===== config.mk =====
export PLATFORM = sky130hd
export DESIGN_NAME = fifo_drain_stream_flat
export DESIGN_NICKNAME = d
export VERILOG_FILES = /design/src/rtl/fifo_drain_stream_if.sv /design/src/rtl/fifo_drain_stream.sv /design/src/flat_wrapper.sv
export SDC_FILE = /design/constraint.sdc
export NUM_CORES = 1
export LEC_CHECK = 0
export ABC_AREA = 0
export BUFFER_PORTS_ARGS = -buffer_cell sky130_fd_sc_hd__buf_2
export CORE_MARGIN = 5
export CORE_UTILIZATION = 34
export DETAILED_ROUTE_END_ITERATION = 16
export PLACE_DENSITY = 0.63
export RECOVER_POWER = 50
export SYNTH_ARGS = -nofsm -noshare
export SYNTH_HDL_FRONTEND = slang
export SYNTH_SLANG_ARGS = --single-unit

===== constraint.sdc =====
create_clock -name clk -period 4.2 [get_ports clk]
set_clock_uncertainty 0.1 [all_clocks]
set_input_delay 0.21 -clock clk [delete_from_list [all_inputs] [get_ports clk]]
set_output_delay 0.21 -clock clk [all_outputs]
set_load 0.02 [all_outputs]

===== src/rtl/fifo_drain_stream_if.sv =====
// rtl/fifo_drain_stream_if.sv - FIFO pop port and downstream stream bundle for fifo_drain_stream
interface fifo_drain_stream_if #(
    parameter int DATA_W = 32
);
    logic              fifo_empty;
    logic              fifo_pop;
    logic [DATA_W-1:0] fifo_pop_data;
    logic              out_valid;
    logic              out_ready;
    logic [DATA_W-1:0] out_data;
    logic              out_last;

    // Drain controller side: pops the FIFO and sources the stream
    modport master (
        input  fifo_empty,
        input  fifo_pop_data,
        input  out_ready,
        output fifo_pop,
        output out_valid,
        output out_data,
        output out_last
    );

    // Environment side: the FIFO plus the streaming consumer
    modport slave (
        output fifo_empty,
        output fifo_pop_data,
        output out_ready,
        input  fifo_pop,
        input  out_valid,
        input  out_data,
        input  out_last
    );
endinterface


===== src/rtl/fifo_drain_stream.sv =====
// rtl/fifo_drain_stream.sv - FIFO read-side drain into a 2-entry skid buffer with burst framing
module fifo_drain_stream #(
    parameter int DATA_W    = 32,
    parameter int BURST_LEN = 4,
    parameter int CNT_W     = 16
) (
    input  logic                 clk,
    input  logic                 rstn,      // active-high synchronous reset
    input  logic                 en,
    fifo_drain_stream_if.master  bus,
    output logic [CNT_W-1:0]     tx_count,
    output logic                 busy
);
    localparam int                BIDX_W    = (BURST_LEN > 1) ? $clog2(BURST_LEN) : 1;
    localparam logic [BIDX_W-1:0] BIDX_LAST = BIDX_W'(BURST_LEN - 1);

    logic [1:0]        occ_q, occ_d;
    logic              inflight_q;
    logic [DATA_W-1:0] head_q, head_d;
    logic [DATA_W-1:0] tail_q, tail_d;
    logic [BIDX_W-1:0] bidx_q, bidx_d;
    logic [CNT_W-1:0]  cnt_q, cnt_d;

    logic              hs;
    logic [2:0]        credit;

    assign hs = bus.out_valid & bus.out_ready;

    // Entries plus the word in flight may never exceed two after this cycle's handshake,
    // which is what keeps the skid buffer from overflowing. No pops while in reset.
    assign credit       = {1'b0, occ_q} + {2'b00, inflight_q} - {2'b00, hs};
    assign bus.fifo_pop = en & ~bus.fifo_empty & ~rstn & (credit < 3'd2);

    assign bus.out_valid = (occ_q != 2'd0);
    assign bus.out_data  = (occ_q != 2'd0) ? head_q : '0;
    assign bus.out_last  = bus.out_valid & (bidx_q == BIDX_LAST);
    assign tx_count      = cnt_q;
    assign busy          = inflight_q | (occ_q != 2'd0);

    // Next buffer contents: the head leaves first, then the arriving word joins at the tail
    always_comb begin
        occ_d  = occ_q;
        head_d = head_q;
        tail_d = tail_q;
        bidx_d = bidx_q;
        cnt_d  = cnt_q;
        if (hs) begin
            head_d = tail_q;
            occ_d  = occ_q - 2'd1;
            bidx_d = (bidx_q == BIDX_LAST) ? '0 : bidx_q + 1'b1;
            cnt_d  = cnt_q + 1'b1;
        end
        if (inflight_q) begin
            if (occ_d == 2'd0) begin
                head_d = bus.fifo_pop_data;
            end else begin
                tail_d = bus.fifo_pop_data;
            end
            occ_d = occ_d + 2'd1;
        end
    end

    // State registers; a word still in flight at reset is dropped
    always_ff @(posedge clk) begin
        if (rstn) begin
            occ_q      <= 2'd0;
            inflight_q <= 1'b0;
            head_q     <= '0;
            tail_q     <= '0;
            bidx_q     <= '0;
            cnt_q      <= '0;
        end else begin
            occ_q      <= occ_d;
            inflight_q <= bus.fifo_pop;
            head_q     <= head_d;
            tail_q     <= tail_d;
            bidx_q     <= bidx_d;
            cnt_q      <= cnt_d;
        end
    end
endmodule


===== src/flat_wrapper.sv =====
// flat-port wrapper written by rule: the top's interface ports become plain ports
module fifo_drain_stream_flat 
#(
    parameter int DATA_W    = 32,
    parameter int BURST_LEN = 4,
    parameter int CNT_W     = 16
)
  (clk, rstn, en, tx_count, busy, bus_fifo_empty, bus_fifo_pop_data, bus_out_ready, bus_fifo_pop, bus_out_valid, bus_out_data, bus_out_last);
  fifo_drain_stream_if #(.DATA_W(DATA_W)) bus_i ();
  input  logic clk;
  input  logic rstn;
  input  logic en;
  output logic [CNT_W-1:0] tx_count;
  output logic busy;
  input wire logic [$bits(bus_i.fifo_empty)-1:0] bus_fifo_empty;
  input wire logic [$bits(bus_i.fifo_pop_data)-1:0] bus_fifo_pop_data;
  input wire logic [$bits(bus_i.out_ready)-1:0] bus_out_ready;
  output wire logic [$bits(bus_i.fifo_pop)-1:0] bus_fifo_pop;
  output wire logic [$bits(bus_i.out_valid)-1:0] bus_out_valid;
  output wire logic [$bits(bus_i.out_data)-1:0] bus_out_data;
  output wire logic [$bits(bus_i.out_last)-1:0] bus_out_last;
  assign bus_i.fifo_empty = bus_fifo_empty;
  assign bus_i.fifo_pop_data = bus_fifo_pop_data;
  assign bus_i.out_ready = bus_out_ready;
  assign bus_fifo_pop = bus_i.fifo_pop;
  assign bus_out_valid = bus_i.out_valid;
  assign bus_out_data = bus_i.out_data;
  assign bus_out_last = bus_i.out_last;
  fifo_drain_stream #(.DATA_W(DATA_W), .BURST_LEN(BURST_LEN), .CNT_W(CNT_W)) u_core (.clk(clk), .rstn(rstn), .en(en), .bus(bus_i), .tx_count(tx_count), .busy(busy));
endmodule

## Yosys cells after proc, flatten, opt, wreduce, memory -nomap -nowiden

Index checks and enable logic that the tools add are counted.
Widths: inputs -> output; s select.

- Order comparisons: 1
- Mux-type cells: 7
- Bitwise logic cells: 9
- Eq/ne operators: 1
- Reductions and logical operators: 3
- $add $sub $neg: 6

Operators by type and width:

| cell | count |
|---|---|
| $mux 32 | 4 |
| $add 16x1->16 const B | 1 |
| $mux 2 | 3 |
| $and 1x1->1 | 5 |
| $add 2x1->2 const B | 2 |
| $add 2x1->3 | 1 |
| $lt 3x2->1 const B | 1 |
| $not 1->1 | 3 |
| $sub 3x1->3 | 1 |
| $eq 2x2->1 const B | 1 |
| $logic_not 2->1 | 1 |
| $reduce_and 2->1 | 1 |
| $reduce_bool 2->1 | 1 |
| $sub 2x1->2 const B | 1 |
| $or 1x1->1 | 1 |

- Input port bits: 37
- Output and inout bits: 52
- Word-level logic and storage cells: 33
- Bits in registers: 85

## Logic depth before layout (Yosys ltp)

Gate-level depths: netlist of the first run.

- Depth after elaboration: 6
- Gate-level depth with buffers: 13
- Mapped depth without buffers: 10

## Worst setup path after synthesis of the first run

OpenSTA, ideal clock, no wires.

- Path kind: register to output
- From: register u_core.occ_q[1]
- To: output bus_fifo_pop
- Data required time: 3.890 ns
- Data arrival time: 2.609 ns
- Path buffers: 1
- Setup slack: 1.281 ns
- Stages on the path, launching flop included: 12
- Cells stage by stage: dfxtp_1 -> inv_1 -> ha_1 -> nand2b_1 -> buf_2 -> nor2_1 -> or2_2 -> ha_1 -> inv_1 -> fa_1 -> nand2_1 -> nor4_1

- Word-level cells in the longest chain between the ends: 5
- Elaborated cells on any way between the ends: 6
- Classes of those cells: add/sub: 2; order compare: 1; bitwise: 2; reduce/logical: 1

Ends and longest elaborated chain:

| what | line | source |
|---|---|---|
| start: declaration | fifo_drain_stream.sv:17 | `logic [1:0] occ_q, occ_d;` |
| start signal: assignment | fifo_drain_stream.sv:66 | `occ_q <= 2'd0;` |
| start signal: assignment | fifo_drain_stream.sv:73 | `occ_q <= occ_d;` |
| branches (longest 2 deep; another with $add 2x1->3) | - |  |
| $sub 3x1->3 * | fifo_drain_stream.sv:31 | `assign credit = {1'b0, occ_q} + {2'b00, inflight_q} - {2'b00, hs};` |
| $lt 3x2->1 * | fifo_drain_stream.sv:32 | `assign bus.fifo_pop = en & ~bus.fifo_empty & ~rstn & (credit < 3'd2);` |
| $and 1x1->1 * | fifo_drain_stream.sv:32 |  |
| end: declaration | flat_wrapper.sv:18 | `output wire logic [$bits(bus_i.fifo_pop)-1:0] bus_fifo_pop;` |

Every way passes the cells marked *.

## Worst setup path after layout of the first run

Same ends and word-level chain as after synthesis.

==> results of run 1 <==
-- flip-flops by register name (all words and copies together) (netlist names) --
signal / count
u_core.tx_count: 16
u_core.tail_q: 32
u_core.head_q: 32
u_core.bidx_q: 2
u_core.inflight_q: 1
u_core.occ_q: 2
-- report_power, final --
part           internal [mW]  switching, mW
clock                  0.414          0.296
combinational          0.275          0.528
sequential             0.932         0.0680
-- worst min path at each step --
| stage | end | slack, ns | depth (start not counted) |
|---|---|---|---|
| 2_1_floorplan | u_core.inflight_q | 0.19 | 1 |
| 3_3_place_gp | u_core.inflight_q | 0.30 | 2 |
| 3_5_place_dp | u_core.inflight_q | 0.30 | 2 |
| 4_1_cts | u_core.tail_q[10] | 0.001 | 3 |
| 5_1_grt | u_core.tail_q[2] | 0.004 | 3 |
| 6_report | u_core.tail_q[2] | 0.01 | 3 |
-- cells in the final DEF (no fill, tap or decap), types with 5 or more instances in the layout --
| master | netlist | final |
|---|---|---|
| buf_4 | 0 | 5 |
| nor4_1 | 5 | 5 |
| a21oi_1 | 39 | 39 |
| nand2_1 | 141 | 140 |
| buf_2 | 4 | 38 |
| nor2_1 | 50 | 50 |
| clkbuf_8 | 0 | 10 |
| xor2_1 | 7 | 7 |
| dlygate4sd3_1 | 0 | 27 |
| a311oi_1 | 32 | 32 |
| inv_1 | 7 | 7 |
| nand3_1 | 5 | 5 |
| clkbuf_1 | 27 | 52 |
| dfxtp_1 | 85 | 85 |
| nor2b_1 | 37 | 35 |
-- worst max-delay path, cell delays in order (launching register included) --
cell	delay, ns
dfxtp_1	0.40
inv_1	0.08
ha_2	0.32
nand2b_2	0.43
nor2_1	0.26
or2_2	0.16
ha_1	0.13
inv_1	0.05
fa_1	0.48
nand2_1	0.07
nor4_1	0.21
buf_2	0.21
-- cell families after synthesis --
| kind of cell | Yosys count |
|---|---|
| adder cells (fa/ha/maj) | 6 |
| AO/OA/AOI/OAI | 76 |
| flip-flops | 85 |
| buffers and inverters | 42 |
| AND/OR/NAND/NOR | 258 |
| multiplexers | 1 |
| XOR/XNOR | 11 |
-- cell type report --
class	count	share of cell area [%]
well taps	140	3.72
flip-flops and latches	85	36.2
inverters	7	0.558
repair buffers	121	14.6
multi-input cells	352	39.6
clock inverters	5	2.29
clock buffers	11	3.00
-- metal layers --
| layer | GRT usage (%) | wire (um) | up-vias |
|---|---|---|---|
| met5 | 0 | 0 | - |
| met2 | 24.6 | 4450 | 85 |
| met1 | 18.9 | 4460 | 1554 |
| met4 | 3.40 | 77 | 0 |
| li1 | - | - | 1793 |
| met3 | 4.97 | 647 | 9 |
-- stage by stage --
stage                     total power, mW  cells  hold slack (ns)  setup WS [ns]  instance area (um2)
after floorplan                      1.58    479            0.188           1.28                 3710
after global placement               1.81    678            0.298          0.871                 4250
after detailed placement             1.82    678            0.297          0.758                 4250
after CTS                            2.56    721          0.00102          0.658                 4770
after global routing                 2.69    721          0.00357          0.404                 4710
final                                2.51    721           0.0118          0.740                 4710
==> results.json, run 1 <==
{
  "synth_compound_area_share_pct": 13.7,
  "route.detailed.drc": 0,
  "p_leak_nw": 1.63,
  "synth_area_per_cell_um2": 7.75,
  "yosys-top-cells-count": "nand2_1, dfxtp_1, nor2_1",
  "dieArea_um2": 13100,
  "critPathMaxFanout": 21,
  "ir_drop_v": 0.000264,
  "ys_warn_count": 0,
  "r2r_start": "u_core.occ_q[1]",
  "synth.area.top_cells": "dfxtp_1, nand2_1, a311oi_1",
  "dr.pass1.iters": 4,
  "gp_congestion": 0.767,
  "crit_path_end_kind": "primary output",
  "slew_violations": 0,
  "clk_pin_slew_ns": 0.09,
  "worstMarginPinSlew_ns": 1.15,
  "arrival_ns": 3.15,
  "synth_edf_count": 0,
  "dr_total_vias": 3441,
  "power_per_cell_area_nw_per_um2": 534,
  "areaGrowthSynthToFinish_pct": 26.8,
  "reg2reg_setup_slack_ns": 0.76,
  "yosysTopAreaCellShare_pct": 45.8,
  "post_cts_buffers": 0,
  "die_y_um": 114,
  "cts_tree": "built",
  "grt_pass1_wl_um": 15900,
  "core_um2": 10800,
  "ys_types": 30,
  "detail-route-antenna-nets": 0,
  "synth_top_family_by_area": "simple AND/OR/NAND/NOR gates",
  "ys_ff_latch": 85,
  "synth_flop_cell": "dfxtp_1",
  "drv_cap": 0,
  "yosysSeqAreaShare_pct": 45.8,
  "cts.htree.levels": 3,
  "nFillCells": 1103,
  "ios": 89,
  "nets": 619,
  "seq_area_um2": 1700,
  "cts.sinks": 85,
  "clkLatencyLatePin_ns": 0.36,
  "postSynth.asyncResetShare_pct": 0,
  "slew_headroom_pct": 23.3,
  "synth_fa_ha_area_share_pct": 2.22,
  "critPathLaunch": "u_core.occ_q[1]",
  "r2r_cells": 10,
  "row_count": 38,
  "hold_path.class": "in -> reg",
  "synth_area_leader_cell": "dfxtp_1",
  "outcome": "finished clean",
  "grt_max_degree": 67,
  "vias_per_cell": 4.77,
  "setup_viol": 0,
  "fmax_ghz": 0.289,
  "crit_required_ns": 3.89,
  "drive_gt1_share_pct": 11.5,
  "cts_buffers": 9,
  "synth-simple-area-share_pct": 31.0,
  "initial_core_util_pct": 34.4,
  "muxShareOfSynthArea_pct": 0.303,
  "synth_xor_area_share_pct": 2.60,
  "reg2reg_to": "u_core.head_q[8]",
  "grt_overflow_total": 0,
  "syn_inst": 479,
  "fin_crit_ns": 3.46,
  "critPathKind": "reg -> out",
  "cts_hold_buf": 27,
  "min-delay-start": "bus_fifo_pop_data[2]",
  "post_drt_wl_per_cell_um": 13.4,
  "hold_viol_final": 0,
  "dpl.hpwl_um": 6470,
  "fin_setup_tns_ns": 0,
  "numPortBuffers": 88,
  "crit_end": "bus_fifo_pop",
  "dr.first_iter.drc_count": 214,
  "cts_resized": 0,
  "antenna_cells": 0,
  "post-route-period-util_pct": 82.4,
  "routed_wl_um": 9640,
  "utilization_pct": 43.6,
  "cts-root-buf": "clkbuf_8",
  "grt_usage_pct": 14.9,
  "synth_most_common_cell": "nand2_1",
  "syn_area_um2": 3710,
  "multi_input_comb_area_um2": 1870,
  "startpoint_type": "flop",
  "synth_fp_nets": 522,
  "rsz0062_at_grt": "false",
  "grt_pass1_vias": 3395,
  "clockBufferDepth": 2,
  "antenna_found_initial": 0,
  "die_w_um": 114
}
Note: power is estimated with default switching activity, not from simulation.
==> run 2, diff against run 1 <==
--- a/config.mk
+++ b/config.mk
@@ -10,7 +10,7 @@
 export CORE_MARGIN = 5
 export CORE_UTILIZATION = 34
 export DETAILED_ROUTE_END_ITERATION = 16
-export PLACE_DENSITY = 0.63
+export PLACE_DENSITY = 0.65
 export RECOVER_POWER = 50
 export SYNTH_ARGS = -nofsm -noshare
 export SYNTH_HDL_FRONTEND = slang
==> constraint.sdc (replaced) <==
create_clock -name clk -period 2.8 [get_ports clk]
set_clock_uncertainty 0.1 [all_clocks]
set_input_delay 0.14 -clock clk [delete_from_list [all_inputs] [get_ports clk]]
set_output_delay 0.14 -clock clk [all_outputs]
set_load 0.02 [all_outputs]
==> results.json, run 2 (synthesis gave the netlist of run 1 again) <==
{
  "fin_crit_ns": 2.69,
  "worstMarginPinSlew_ns": 0.428,
  "gp_congestion": 0.742,
  "cts.sinks": 85,
  "core_um2": 10800,
  "row_count": 38,
  "slowest_stage": "fa_1",
  "numPortBuffers": 88,
  "grt_pass1_wl_um": 15700,
  "cts_buffers": 9,
  "arrival_ns": 2.45,
  "setup_viol": 0,
  "clkLatencyLatePin_ns": 0.34,
  "routed_wl_um": 9490,
  "grt_overflow_total": 0,
  "ios": 89,
  "cts_tree": "built",
  "final_cell_mix": "nand2_1, dfxtp_1, buf_2",
  "grt_pass1_vias": 3411,
  "crit_required_ns": 2.56,
  "crit_path_end_kind": "primary output",
  "crit_path_cell_trace": "inv_2 > ha_4 > nand2b_4 > nor2_4 > or2_4 > ha_4 > inv_2 > fa_1 > nand2_2 > nor4_2 > buf_4",
  "ir_drop_v": 0.000290,
  "drive_gt1_share_pct": 19.7,
  "r2r_cells": 11,
  "detail-route-antenna-nets": 0,
  "dieArea_um2": 13100,
  "hold_viol_final": 0,
  "nFillCells": 1055,
  "power_per_cell_area_nw_per_um2": 752,
  "vias_per_cell": 4.85,
  "critPathKind": "reg -> out",
  "grt_usage_pct": 14.6,
  "cts-root-buf": "clkbuf_8",
  "route.detailed.drc": 0,
  "clk_pin_slew_ns": 0.08,
  "p_leak_nw": 1.84,
  "antenna_found_initial": 0,
  "die_y_um": 114,
  "slowest_delay_ns": 0.51,
  "fmax_ghz": 0.372,
  "utilization_pct": 45.1,
  "fin_setup_tns_ns": 0,
  "critPathMaxFanout": 3,
  "hold_path.class": "in -> reg",
  "dpl.hpwl_um": 6130,
  "nets": 636,
  "dr.pass1.iters": 4,
  "outcome": "finished clean",
  "post_drt_wl_per_cell_um": 12.9,
  "startpoint_type": "flop",
  "areaGrowthSynthToFinish_pct": 31.2,
  "initial_core_util_pct": 34.4,
  "post-route-period-util_pct": 96.1,
  "antenna_cells": 0,
  "dr_total_vias": 3576,
  "layout_commonest_cell": "nand2_1",
  "grt_max_degree": 39,
  "clockBufferDepth": 2,
  "dr.first_iter.drc_count": 151,
  "slew_headroom_pct": 71.5,
  "cts.htree.levels": 3,
  "drv_cap": 0,
  "die_w_um": 114,
  "hold-path-cell-count": 2,
  "slew_violations": 0
}
run 2: metrics by stage:
stage / instances / total power [mW] / area (um2) / setup slack, ns / hold slack (ns)
after floorplan: 479 / 2.38 / 3720 / 0.167 / 0.119
after global placement: 683 / 2.73 / 4300 / 0.316 / 0.244
after detailed placement: 683 / 2.76 / 4300 / 0.206 / 0.242
after CTS: 734 / 3.60 / 4820 / 0.00729 / 0.0555
after global routing: 738 / 3.95 / 4870 / -0.00330 / 0.0837
final: 738 / 3.66 / 4870 / 0.109 / 0.0699
run 2: path summary, 6_finish.rpt:
| kind | start | endpoint | slack [ns] |
|---|---|---|---|
| setup reg to reg | u_core.occ_q[0] | u_core.inflight_q | 0.20 |
| hold / removal | rstn | u_core.tx_count[6] | 0.07 |
| setup / recovery | u_core.occ_q[0] | bus_fifo_pop | 0.11 |
| hold reg to reg | u_core.tail_q[25] | u_core.tail_q[25] | 0.36 |
run 2: layer usage:
layer	share of wire, %	vias up	GRT usage (%)	wire length, um
li1	-	1828	-	-
met1	45	1649	17.9	4240
met2	48	86	25.2	4560
met3	5.4	13	2.54	517
met4	1.8	0	5.86	174
met5	0	-	0	0
run 2: power breakdown:
group	switching (mW)	leakage [nW]	internal, mW	total, mW
clock	0.399	0.0877	0.372	0.771
sequential	0.105	0.689	1.40	1.51
combinational	0.847	1.06	0.537	1.38
total	1.35	1.84	2.31	3.66
run 2: layout make-up:
class / instances / area [um2] / area share (%)
clock inverter: 1 / 5.00 / 0.103
timing repair buffer: 138 / 883 / 18.1
tap: 140 / 175 / 3.60
clock buffer: 15 / 166 / 3.42
multi-input combinational: 352 / 1910 / 39.2
sequential: 85 / 1700 / 35.0
inverter: 7 / 26.3 / 0.539
run 2: what timing repair did:
item | CTS | global route
pin swaps | 0 | 4
endpoints found under the hold margin | 63 | 0
hold buffers | 34 | 0
setup buffers | 1 | 4
setup endpoints to repair | 1 | 3
gates resized for setup | 3 | 11
run 2: critical path, delay by kind of cell, from the launching register on:
kind	cells	cell delay, ns
adder cells (fa/ha/maj)	3	0.80
flip-flops	1	0.34
buffers and inverters	3	0.26
AND/OR/NAND/NOR	5	0.73
==> run 3, diff against run 2 <==
--- a/config.mk
+++ b/config.mk
@@ -10,8 +10,9 @@
 export CORE_MARGIN = 5
 export CORE_UTILIZATION = 34
 export DETAILED_ROUTE_END_ITERATION = 16
-export PLACE_DENSITY = 0.65
+export PLACE_DENSITY = 0.63
 export RECOVER_POWER = 50
+export SKIP_LAST_GASP = 1
 export SYNTH_ARGS = -nofsm -noshare
 export SYNTH_HDL_FRONTEND = slang
 export SYNTH_SLANG_ARGS = --single-unit
==> constraint.sdc (replaced) <==
create_clock -name clk -period 3.2 [get_ports clk]
set_clock_uncertainty 0.1 [all_clocks]
set_input_delay 0.16 -clock clk [delete_from_list [all_inputs] [get_ports clk]]
set_output_delay 0.16 -clock clk [all_outputs]
set_load 0.02 [all_outputs]
==> results.json, run 3 (synthesis gave the netlist of run 1 again) <==
{
  "dr.first_iter.drc_count": 198,
  "post-route-period-util_pct": 92.0,
  "worstMarginPinSlew_ns": 0.944,
  "grt_usage_pct": 15.0,
  "cts_buffers": 9,
  "slowest_stage": "dfxtp_1",
  "fin_setup_tns_ns": 0,
  "critPathMaxFanout": 20,
  "reg2reg_setup_slack_ns": 0.26,
  "nets": 632,
  "critPathKind": "reg -> out",
  "r2r_start": "u_core.occ_q[1]",
  "slew_headroom_pct": 37.1,
  "ios": 89,
  "crit_path_end_kind": "primary output",
  "crit_required_ns": 2.94,
  "dpl.hpwl_um": 6350,
  "setup_viol": 0,
  "detail-route-antenna-nets": 0,
  "fin_crit_ns": 2.94,
  "crit_path_cell_trace": "inv_1 > ha_2 > buf_4 > nor2b_4 > nor2_1 > or2_2 > ha_1 > inv_1 > fa_1 > nand2_1 > nor4_1 > buf_2",
  "rsz0062_at_grt": "false",
  "hold_viol_final": 0,
  "post_drt_wl_per_cell_um": 13.1,
  "cp.depth": 12,
  "utilization_pct": 44.7,
  "cts.htree.levels": 3,
  "fin_area_um2": 4820,
  "layout_commonest_cell": "nand2_1",
  "dr.pass1.iters": 4,
  "routed_wl_um": 9600,
  "core_um2": 10800,
  "cts-root-buf": "clkbuf_8",
  "p_comb_share_pct": 32.8,
  "power.internal_mw": 2.16,
  "grt_pass1_vias": 3477,
  "route.detailed.drc": 0,
  "slew_violations": 0,
  "die_w_um": 114,
  "p_sw_share_pct": 35.3,
  "arrival_ns": 2.68,
  "slowest_delay_ns": 0.41,
  "cpMostUsedCell": "inv_1",
  "drive_gt1_share_pct": 12.3,
  "dr_total_vias": 3563,
  "clockBufferDepth": 2,
  "critPathLaunch": "u_core.occ_q[1]",
  "placed_area_um2": 4300,
  "clkLatencyLatePin_ns": 0.35,
  "clk_pin_slew_ns": 0.08,
  "dieArea_um2": 13100,
  "critPathBufInv": 4,
  "numPortBuffers": 88,
  "reg2reg_to": "u_core.inflight_q",
  "cts_resized": 0,
  "p_clk_share_pct": 27.8,
  "grt_pass1_wl_um": 16200,
  "cts.sinks": 85,
  "vias_per_cell": 4.86,
  "ir_drop_v": 0.000304,
  "outcome": "finished clean",
  "finalPower_mw": 3.34,
  "power_per_cell_area_nw_per_um2": 693,
  "nFillCells": 1092,
  "gp_congestion": 0.754,
  "antenna_cells": 0,
  "r2r_cells": 12,
  "antenna_found_initial": 0,
  "hold_path.class": "in -> reg",
  "seqPwrFrac_pct": 39.4,
  "drv_cap": 0,
  "startpoint_type": "flop",
  "switching_power_mw": 1.18,
  "fmax_ghz": 0.340,
  "crit_end": "bus_fifo_pop",
  "path_delay_family": "adder cells",
  "row_count": 38,
  "cts_tree": "built",
  "grt_max_degree": 50,
  "areaGrowthSynthToFinish_pct": 29.8,
  "die_y_um": 114,
  "final_cell_mix": "nand2_1, dfxtp_1, clkbuf_1",
  "grt_overflow_total": 0,
  "p_leak_nw": 1.69,
  "initial_core_util_pct": 34.4
}
run 3: changes by cell type in the layout (fill, tap and decap cells not counted), moves of 2 or more:
| cell | previous run | this run |
|---|---|---|
| inv_2 | 3 | 0 |
| buf_2 | 71 | 38 |
| bufinv_16 | 0 | 3 |
| dfxtp_1 | 83 | 85 |
| dfxtp_2 | 2 | 0 |
| inv_1 | 4 | 7 |
| ha_4 | 2 | 0 |
| clkbuf_1 | 20 | 51 |
| buf_4 | 17 | 11 |
run 3: through the flow:
step	hold WS (ns)	std cells	setup WS (ns)
after floorplan	0.138	479	0.331
after global placement	0.247	684	0.684
after detailed placement	0.250	684	0.552
after CTS	0.219	733	0.228
after global routing	0.277	733	0.0357
final	0.236	733	0.257
run 3: worst min path at each step:
stage                     endpoint  cells after the start  slack [ns]            from
3_3_place_gp     u_core.inflight_q                      2        0.25  bus_fifo_empty
3_5_place_dp     u_core.inflight_q                      2        0.25  bus_fifo_empty
5_1_grt        u_core.tx_count[14]                      5        0.28   bus_out_ready
2_1_floorplan    u_core.inflight_q                      1        0.14  bus_fifo_empty
4_1_cts        u_core.tx_count[14]                      5        0.22   bus_out_ready
6_report       u_core.tx_count[14]                      5        0.24   bus_out_ready
run 3: worst reg2reg max path: stages, from the launching register on:
cell	delay, ns
dfxtp_1	0.41
inv_1	0.08
ha_2	0.18
buf_4	0.21
nor2b_4	0.13
nor2_1	0.04
or2_2	0.28
ha_1	0.18
inv_1	0.06
fa_1	0.41
nand2_1	0.10
nor4_1	0.05
dlygate4sd3_1	0.59
run 3: timing repair:
item,CTS,global route
setup buffers,0,0
endpoints found under the hold margin,62,0
hold buffers,34,0
run 3: layout make-up:
| class | count | area [um2] | area share [%] |
|---|---|---|---|
| clock buffer | 11 | 151 | 3.14 |
| clock inverter | 4 | 95.1 | 1.97 |
| inverter | 7 | 26.3 | 0.545 |
| multi-input combinational | 352 | 1870 | 38.7 |
| sequential | 85 | 1700 | 35.3 |
| tap | 140 | 175 | 3.63 |
| timing repair buffer | 134 | 805 | 16.7 |
run 3: metal layers:
layer	up-vias	track usage, %	wire length [um]
met5	-	0	0
met4	0	6.02	189
li1	1811	-	-
met3	14	2.75	510
met2	81	25.8	4510
met1	1657	18.6	4390
run 3: power groups by stage:
stage	Combinational [mW]	Clock, mW	Sequential [mW]
after floorplan	0.760	0	1.32
after global placement	1.05	0	1.33
after detailed placement	1.09	0	1.34
after CTS	1.13	0.962	1.32
after global routing	1.24	1.01	1.34
final	1.09	0.929	1.32
